## src/rtl/free_list_pkg.sv

```systemverilog
// -----------------------------------------------------------------------------
// free_list_pkg
// Shared definitions for the rename-stage physical register free list and its
// neighbours (dispatch, RAT write port).
//   - Sizing constants: physical/architectural register counts, rename width,
//     free-list depth, tag width and the wrap-bit pointer width.
//   - FL_ALLOC_OUTPACKET: {tag, valid} packet describing one granted tag.
//   - popcount2: population count of a 2-bit slot mask.
// -----------------------------------------------------------------------------
package free_list_pkg;

  localparam int NUM_PREGS      = 64;
  localparam int NUM_AREGS      = 32;
  localparam int SCALAR         = 2;
  localparam int FL_DEPTH       = NUM_PREGS - NUM_AREGS;
  localparam int PREG_IDX_WIDTH = $clog2(NUM_PREGS);
  localparam int FL_IDX_WIDTH   = $clog2(FL_DEPTH);
  // One extra MSB on every pointer acts as the wrap bit, so full and empty
  // are distinguishable when the low index bits match.
  localparam int FL_PTR_WIDTH   = FL_IDX_WIDTH + 1;

  typedef struct packed {
    logic [PREG_IDX_WIDTH-1:0] tag;
    logic                      valid;
  } FL_ALLOC_OUTPACKET;

  function automatic logic [1:0] popcount2(input logic [1:0] v);
    return {1'b0, v[0]} + {1'b0, v[1]};
  endfunction

endpackage

```

## src/rtl/free_list.sv

```systemverilog
// -----------------------------------------------------------------------------
// free_list
// Physical-register free list for the 2-way rename stage. Hands out new tags
// to the RAT, takes back the superseded tag (T_old) of each retiring
// instruction, and restores all speculative allocations on rollback.
//
// Ports
//   clock        system clock
//   reset        synchronous, active-high; highest priority
//   rollback     mispredict recovery (retire cycle of the branch)
//   alloc_req    per-slot rename request
//   alloc_ok     every requested tag granted this cycle (low = stall)
//   alloc_tag    granted tag per slot, 0 for non-requesting slots
//   retire_en    per-slot retire of an instruction with a destination
//   retire_told  per-slot superseded tag returned to the list
//   free_count   registered number of tags in the list
//
// Configuration macro: FREE_LIST_BYPASS_EN
//   defined   -> tags retiring this cycle may be allocated in the same cycle
//   undefined -> retiring tags become allocatable on the next cycle
// -----------------------------------------------------------------------------
module free_list
  import free_list_pkg::*;
(
  input  logic                                  clock,
  input  logic                                  reset,
  input  logic                                  rollback,
  input  logic [SCALAR-1:0]                     alloc_req,
  output logic                                  alloc_ok,
  output logic [SCALAR-1:0][PREG_IDX_WIDTH-1:0] alloc_tag,
  input  logic [SCALAR-1:0]                     retire_en,
  input  logic [SCALAR-1:0][PREG_IDX_WIDTH-1:0] retire_told,
  output logic [FL_PTR_WIDTH-1:0]               free_count
);

  logic [PREG_IDX_WIDTH-1:0] tag_buf [FL_DEPTH];

  logic [FL_PTR_WIDTH-1:0] head;
  logic [FL_PTR_WIDTH-1:0] arch_head;
  logic [FL_PTR_WIDTH-1:0] tail;
  logic [FL_PTR_WIDTH-1:0] count;

  logic [FL_PTR_WIDTH-1:0] head_next;
  logic [FL_PTR_WIDTH-1:0] arch_head_next;
  logic [FL_PTR_WIDTH-1:0] tail_next;

  logic [1:0]              n_req;
  logic [1:0]              n_ret;
  logic [FL_PTR_WIDTH:0]   avail;

  logic [FL_IDX_WIDTH-1:0] rd_idx0;
  logic [FL_IDX_WIDTH-1:0] rd_idx1;
  logic [FL_IDX_WIDTH-1:0] wr_idx0;
  logic [FL_IDX_WIDTH-1:0] wr_idx1;

  logic [PREG_IDX_WIDTH-1:0] ret_list [SCALAR];
  logic [PREG_IDX_WIDTH-1:0] pos_tag  [SCALAR];

  FL_ALLOC_OUTPACKET alloc_pkt [SCALAR];

  assign count      = tail - head;
  assign free_count = count;
  assign n_req      = popcount2(alloc_req);
  assign n_ret      = popcount2(retire_en);

  assign rd_idx0 = head[FL_IDX_WIDTH-1:0];
  assign rd_idx1 = rd_idx0 + FL_IDX_WIDTH'(1);
  assign wr_idx0 = tail[FL_IDX_WIDTH-1:0];
  assign wr_idx1 = wr_idx0 + FL_IDX_WIDTH'(1);

  // Retiring tags compacted in slot order: position 0 is the first retiring
  // slot, position 1 is only meaningful when both slots retire.
  always_comb begin
    ret_list[0] = retire_en[0] ? retire_told[0] : retire_told[1];
    ret_list[1] = retire_told[1];
  end

  // Tag available at allocation position p. With bypass, positions beyond the
  // registered count come from the tags retiring this cycle; those tags are
  // also written at tail, so the pointer arithmetic matches the plain case.
  always_comb begin
    pos_tag[0] = tag_buf[rd_idx0];
    pos_tag[1] = tag_buf[rd_idx1];
    avail      = {1'b0, count};
`ifdef FREE_LIST_BYPASS_EN
    avail = {1'b0, count} + {{(FL_PTR_WIDTH-1){1'b0}}, n_ret};
    if (count == '0) begin
      pos_tag[0] = ret_list[0];
      pos_tag[1] = ret_list[1];
    end else if (count == FL_PTR_WIDTH'(1)) begin
      pos_tag[1] = ret_list[0];
    end
`endif
  end

  // All-or-nothing grant; rollback squashes this cycle's renames entirely.
  assign alloc_ok = !rollback && (avail >= {{(FL_PTR_WIDTH-1){1'b0}}, n_req});

  // Requesting slots are compacted: slot 1 takes position 0 when slot 0 is idle.
  always_comb begin
    alloc_pkt[0].valid = alloc_req[0];
    alloc_pkt[0].tag   = pos_tag[0];
    alloc_pkt[1].valid = alloc_req[1];
    alloc_pkt[1].tag   = alloc_req[0] ? pos_tag[1] : pos_tag[0];
    for (int i = 0; i < SCALAR; i++) begin
      alloc_tag[i] = alloc_pkt[i].valid ? alloc_pkt[i].tag : '0;
    end
  end

  // Every retiring destination consumed one tag in program order, so the
  // committed read pointer advances in step with the write pointer. Rollback
  // rewinds the speculative pointer to the committed one, including this
  // cycle's retirements.
  always_comb begin
    tail_next      = tail + {{(FL_PTR_WIDTH-2){1'b0}}, n_ret};
    arch_head_next = arch_head + {{(FL_PTR_WIDTH-2){1'b0}}, n_ret};
    head_next      = head;
    if (rollback) begin
      head_next = arch_head_next;
    end else if (alloc_ok) begin
      head_next = head + {{(FL_PTR_WIDTH-2){1'b0}}, n_req};
    end
  end

  // Pointer and buffer update; reset seeds the list with the pregs that are
  // not part of the architectural reset mapping.
  always_ff @(posedge clock) begin
    if (reset) begin
      for (int i = 0; i < FL_DEPTH; i++) begin
        tag_buf[i] <= PREG_IDX_WIDTH'(NUM_AREGS + i);
      end
      head      <= '0;
      arch_head <= '0;
      tail      <= FL_PTR_WIDTH'(FL_DEPTH);
    end else begin
      if (retire_en[0]) begin
        tag_buf[wr_idx0] <= retire_told[0];
      end
      if (retire_en[1]) begin
        tag_buf[retire_en[0] ? wr_idx1 : wr_idx0] <= retire_told[1];
      end
      head      <= head_next;
      arch_head <= arch_head_next;
      tail      <= tail_next;
    end
  end

`ifndef SYNTHESIS
  logic [FL_PTR_WIDTH-1:0] occ_next;
  logic [FL_PTR_WIDTH-1:0] spec_next;
  logic [FL_PTR_WIDTH-1:0] span_next;

  assign occ_next  = tail_next - head_next;
  assign spec_next = head_next - arch_head_next;
  assign span_next = tail_next - arch_head_next;

  // Overflow, head passing tail, and arch_head passing head all show up as
  // an out-of-range modular distance between the pointers.
  always_ff @(posedge clock) begin
    if (!reset) begin
      assert (occ_next <= FL_PTR_WIDTH'(FL_DEPTH));
      assert (spec_next <= span_next);
      assert (spec_next <= FL_PTR_WIDTH'(FL_DEPTH));
    end
  end
`endif

endmodule

```

## config.mk

```make
export PLATFORM = sky130hd
export DESIGN_NAME = free_list
export DESIGN_NICKNAME = d
export VERILOG_FILES = /design/src/rtl/free_list_pkg.sv /design/src/rtl/free_list.sv
export SDC_FILE = /design/constraint.sdc
export NUM_CORES = 1
export LEC_CHECK = 0
export CAP_MARGIN = 20
export CORE_UTILIZATION = 55
export CTS_CLUSTER_SIZE = 12
export DETAILED_ROUTE_END_ITERATION = 10
export PLACE_DENSITY = 0.82
export SETUP_SLACK_MARGIN = 0.4
export SKIP_LAST_GASP = 1
export SLEW_MARGIN = 25
export SYNTH_ARGS = -nofsm -noshare
export SYNTH_HDL_FRONTEND = slang
export SYNTH_SLANG_ARGS = --single-unit
```

## constraint.sdc

```tcl
create_clock -name clock -period 5.2 [get_ports clock]
set_input_delay 1.04 -clock clock [delete_from_list [all_inputs] [get_ports clock]]
set_output_delay 1.04 -clock clock [all_outputs]
set_load 0.02 [all_outputs]
```

# Word-level counts from Yosys, hierarchy flattened

Memories as Yosys holds them, arrays and structs flattened. A register that Yosys moved wholly into a read port is not among the register bits.
Cells that the tools add are included.

Bits in registers: 18
Memory bits (writable): 192
Word-level logic and storage cells: 40
Memories kept: 1

Memory list:

| memory  | depth | width | read ports | clocked after Yosys merged registers in | write ports | line            | RTL |
|---|---|---|---|---|---|---|---|
| tag_buf | 32    | 6     | 2          | 1                                       | 32          | free_list.sv:36 | `logic [PREG_IDX_WIDTH-1:0] tag_buf [FL_DEPTH];` |

Add/sub/neg operators: 8
$lt $le $gt $ge: 1
Multiplexer cells: 22
Reduce and logical (&&, ||, !) cells: 5

Operators with widths:

| cell                                        | count |
|---|---|
| 2-to-1 mux 6 bit                            | 7 |
| 2-to-1 mux 5 bit                            | 5 |
| adder 6 x 2 -> 6 bit                        | 3 |
| OR reduction 6 bit                          | 2 |
| adder 5 x 1 -> 5 bit, second input constant | 2 |
| 2-to-1 mux 1 bit                            | 10 |
| greater-or-equal comparator 6 x 2 -> 1 bit  | 1 |
| subtractor 6 bit                            | 1 |
| adder 1 x 1 -> 2 bit                        | 2 |
| nonzero test 2 bit                          | 1 |
| logical AND 1 bit                           | 1 |
| zero test 1 bit                             | 1 |

# Longest topological paths before layout

Word-level depth: 7
Mapped depth: 11
Gate-level depth less buffers: 9

# Worst setup path before layout

No wires, ideal clock.

Path type: input to output
From: in alloc_req[0]
To: out alloc_ok
Data arrival time: 2754 ps
Required time: 4160 ps
Setup slack: 1406 ps
Stages on the path: 7
Path through: ha_1 -> ha_1 -> nand2b_1 -> a211o_1 -> or3_1 -> nor2_1 -> nor2_1

Cells in the longest elaborated chain, start to end: 3

Ends and longest elaborated chain:

| item                                       | line                | RTL |
|---|---|---|
| start: declaration                         | free_list.sv:28     | `input logic [SCALAR-1:0] alloc_req,` |
| adder 1 x 1 -> 2 bit                       | free_list_pkg.sv:28 | `return {1'b0, v[0]} + {1'b0, v[1]};` |
| greater-or-equal comparator 6 x 2 -> 1 bit | free_list.sv:97     | `assign alloc_ok = !rollback && (avail >= {{(FL_PTR_WIDTH-1){1'b0}}, n_req});` |
| logical AND 1 bit                          | free_list.sv:97     |  |
| end: declaration                           | free_list.sv:29     | `output logic alloc_ok,` |

No other way between the ends.

# Final worst setup path

Same ends and word-level chain as after synthesis.

==> results.yml <==
critical_path:
  cp_slowest_cell: "sky130_fd_sc_hd__clkdlybuf4s50_1"
  crit_family: "buffers and inverters"
  end_kind: "output port"
  cp_arrival_ns: 3.62
  crit_path_max_incr_delay_ns: 0.56
  crit_chain: "clkdlybuf4s50_1, ha_1, ha_1, nand2b_1, a211o_1, or3_1, nor2_1, nor2_1, clkdlybuf4s50_1"
  critical_path.startpoint_type: "primary input"
  worstSetupPathType: "primary input to output port"
  timing.critical_path.fanout_max: 2
  critical_path_required_ns: 4.16
  worst-path-buf-inv: 2
sta:
  clock-skew-final_ns: 0.008394
  finalCriticalPeriod_ns: 4.657
  timing_hold_violations_final: 0
  final.hold.worst_slack_ns: 0.5250
  tightest_slew_ns: 1.119
  setup_tns_ns: 0
  final-setup-viol-count: 0
  final_critical_path_setup_slack_ns: 0.5429
  fin_crit_sh: 0.8956
  max-slew-margin-rel: 0.2520
  drv_slew: 0
  rsz0062_at_grt: "no"
  achievable-frequency_ghz: 0.2147
synth:
  async_flop_share: 0
  post_synth_most_frequent_cells: "sky130_fd_sc_hd__edfxtp_1 (192), sky130_fd_sc_hd__nand2_1 (119), sky130_fd_sc_hd__nor2_1 (102)"
  netlist_instances: 1250
  count_of_flip_flops_with_a_built_in_enable_after_synthesis: 192
  synth_top_cell_area_share: 0.4228
  postSynthRegisterBits: 215
  avgSynthCellArea_um2: 10.91
  yosysMostFrequentCell: "sky130_fd_sc_hd__edfxtp_1"
  synth_area_leader_cell: "sky130_fd_sc_hd__edfxtp_1"
  synth-main-ff-cell: "sky130_fd_sc_hd__edfxtp_1"
  yosysSeqAreaShare: 0.4566
  synth_unique_cells: 56
  netlist_top_cells_area: "sky130_fd_sc_hd__edfxtp_1 (42%), sky130_fd_sc_hd__mux4_2 (13%), sky130_fd_sc_hd__mux2i_1 (4.0%)"
  yosysWarningCount: 0
  post_synth_instance_area_um2: 13640
  mappedNetlistNets: 1293
global_routing:
  global_route.usage.met3: 0.1003
  antenna_found_initial: 1
  globalRouteOverflowTotal: 0
  first_pass_grt_wire_length_um: 67560
  grt_pass1_vias: 11070
  met2_layer_usage_reported_by_global_route: 0.5637
  grt_util_all_layers: 0.3655
  grt_start_max_net_pins: 53
  grt_use_met1: 0.4503
  grt-busiest-layer: "met2"
detailed_routing:
  detailedRoute.firstPassIterationCount: 6
  route.detailed.drc: 0
  routed-via-count: 11560
  detail_route.wl_per_cell_um: 29.53
  finalWirelength_um: 46680
  detail-route-antenna-nets: 0
  first_iter_violations: 1919
  routed_via_density: 7.309
die:
  core.rowCount: 57
  top_level_ports: 38
  die_h_um: 159.5
  start_util: 0.5607
  floorplan.die_area_um2: 25430
  die_x_um: 159.5
  core_area_um2: 24320
clocking:
  tritoncts.num_buffers: 24
  cts_tree: "done"
  clk-insertion-delay-late_ns: 0.52
  cts.root.buffer_cell: "sky130_fd_sc_hd__clkbuf_16"
  h-tree-depth: 1
  ctsLongestPathBuffers: 3
  cts.sink_count: 215
  clock_pin_slew_worst_setup_and_hold_paths_ns: 0.06
power:
  power.density_cell_area_nw_per_um2: 339.8
  power_mw: 5.117
  leakagePower_nw: 4.612
  largest_vdd_supply_drop_v: 0.0002939
run:
  drv.max_cap_violation_count: 0
final_layout:
  final_design_area_no_fill_um2: 15060
  layout-drive-gt1-share: 0.1346
  flow.area_growth_from_synthesis_pct: 10.44
  layoutNonFillerInstCount: 1581
  utilization: 0.6193
  fin_nets: 1285
status:
  run_status: "finished, final reports clean"
placed_design:
  dpl_worst_slack_ns: 0.3887
  hpwlAfterDp_um: 32560
  post-place-cells: 1538
  io_buffer_count: 37
  post_detailed_placement_cell_area_um2: 14270
  gpl.final_weighted_congestion: 1.012
min_path:
  worstHoldPathType: "flop to flop"
worst paths after layout:
kind / endpoint / slack [ns] / start / cells after the start
worst max-delay path: alloc_ok / 0.54 / alloc_req[0] / 9
worst min register to register: arch_head[5] / 0.53 / arch_head[5] / 2
worst max register to register: tag_buf[9][1] / 1.97 / tail[1] / 6
worst min-delay path: arch_head[5] / 0.53 / arch_head[5] / 2
state kept, by name (all words and copies together) (netlist names), named ones only:
name and flops:
head 6, tag_buf 192, tail 6, arch_head 6
report_power, final:
part           internal (mW)  leakage, nW  total (mW)  switching, mW
Combinational          0.659         2.48        1.47          0.810
Sequential              1.94         1.78        2.05          0.111
Clock                  0.918        0.352        1.59          0.677
Total                   3.52         4.61        5.12           1.60
worst register-to-register path, stage by stage, from the launching register on:
cell and delay, ns:
sky130_fd_sc_hd__dfxtp_1 0.49, sky130_fd_sc_hd__inv_1 0.22, sky130_fd_sc_hd__ha_1 0.37, sky130_fd_sc_hd__nor3b_1 0.29
sky130_fd_sc_hd__o21ai_1 0.40, sky130_fd_sc_hd__nor3_2 0.76, sky130_fd_sc_hd__or3_1 0.38
placed cells by master, fill, tap and decap left out, types with 4 or more instances in the layout:
cell type and count:
sky130_fd_sc_hd__edfxtp_1 192, sky130_fd_sc_hd__nand2_1 119, sky130_fd_sc_hd__nor2_1 102, sky130_fd_sc_hd__mux4_2 78, sky130_fd_sc_hd__a21oi_1 67, sky130_fd_sc_hd__nand3_1 65, sky130_fd_sc_hd__nor3_1 61, sky130_fd_sc_hd__mux2i_1 54
sky130_fd_sc_hd__buf_4 39, sky130_fd_sc_hd__clkdlybuf4s50_1 35, sky130_fd_sc_hd__o21ai_0 34, sky130_fd_sc_hd__a31oi_1 34, sky130_fd_sc_hd__a22oi_1 28, sky130_fd_sc_hd__inv_1 26, sky130_fd_sc_hd__clkbuf_16 25, sky130_fd_sc_hd__o31ai_1 24
sky130_fd_sc_hd__or3_1 22, sky130_fd_sc_hd__o22a_1 21, sky130_fd_sc_hd__ha_1 19, sky130_fd_sc_hd__dfxtp_1 19, sky130_fd_sc_hd__o21ai_1 18, sky130_fd_sc_hd__and2_1 15, sky130_fd_sc_hd__nand2b_1 12, sky130_fd_sc_hd__nor4_1 11
sky130_fd_sc_hd__a22o_1 11, sky130_fd_sc_hd__xor2_1 8, sky130_fd_sc_hd__clkinv_1 8, sky130_fd_sc_hd__xnor2_1 7, sky130_fd_sc_hd__nor2b_1 7, sky130_fd_sc_hd__o22ai_1 7, sky130_fd_sc_hd__a221oi_1 6, sky130_fd_sc_hd__mux4_1 6
sky130_fd_sc_hd__o211a_1 6, sky130_fd_sc_hd__nand3b_1 5, sky130_fd_sc_hd__and3_1 4, sky130_fd_sc_hd__a211o_1 4, sky130_fd_sc_hd__fa_1 4, sky130_fd_sc_hd__clkbuf_1 4, sky130_fd_sc_hd__buf_12 4
per-layer routing:
layer,routed length [um],up-vias,share of wire
met5,0,-,0
met4,3784,0,0.081
met3,6869,271,0.15
met2,20710,1090,0.44
met1,15320,5401,0.33
li1,-,4794,-
layout make-up:
cell class / count / area (um2)
clock buffers: 29 / 640.6
repair buffers: 81 / 764.5
flip-flops and latches: 215 / 6233
multi-input cells: 892 / 6832
well taps: 324 / 405.4
inverters: 28 / 105.1
diodes: 1 / 2.502
fillers: 1886 / 9259
clock inverters: 11 / 77.57
logic make-up (layout without fill, tap and decap cells):
kind of cell / Yosys count / after routing / share of synthesized area
AO/OA/AOI/OAI: 272 / 272 / 0.1307
multiplexers: 138 / 138 / 0.1800
flip-flops: 215 / 215 / 0.4566
adder cells (fa/ha/maj): 24 / 24 / 0.02422
XOR/XNOR: 17 / 17 / 0.01147
AND/OR/NAND/NOR: 441 / 441 / 0.1526
other: 0 / 1 / 0
buffers and inverters: 143 / 149 / 0.04450
repair_timing:
action                                  in CTS  in global routing
hold buffers                                 0                  0
buffers inserted                             1                  1
pin swaps                                    1                  1
resized for setup                            2                  5
endpoints found under the setup margin       7                  8
No activity file was read; power rests on OpenSTA's default activity.
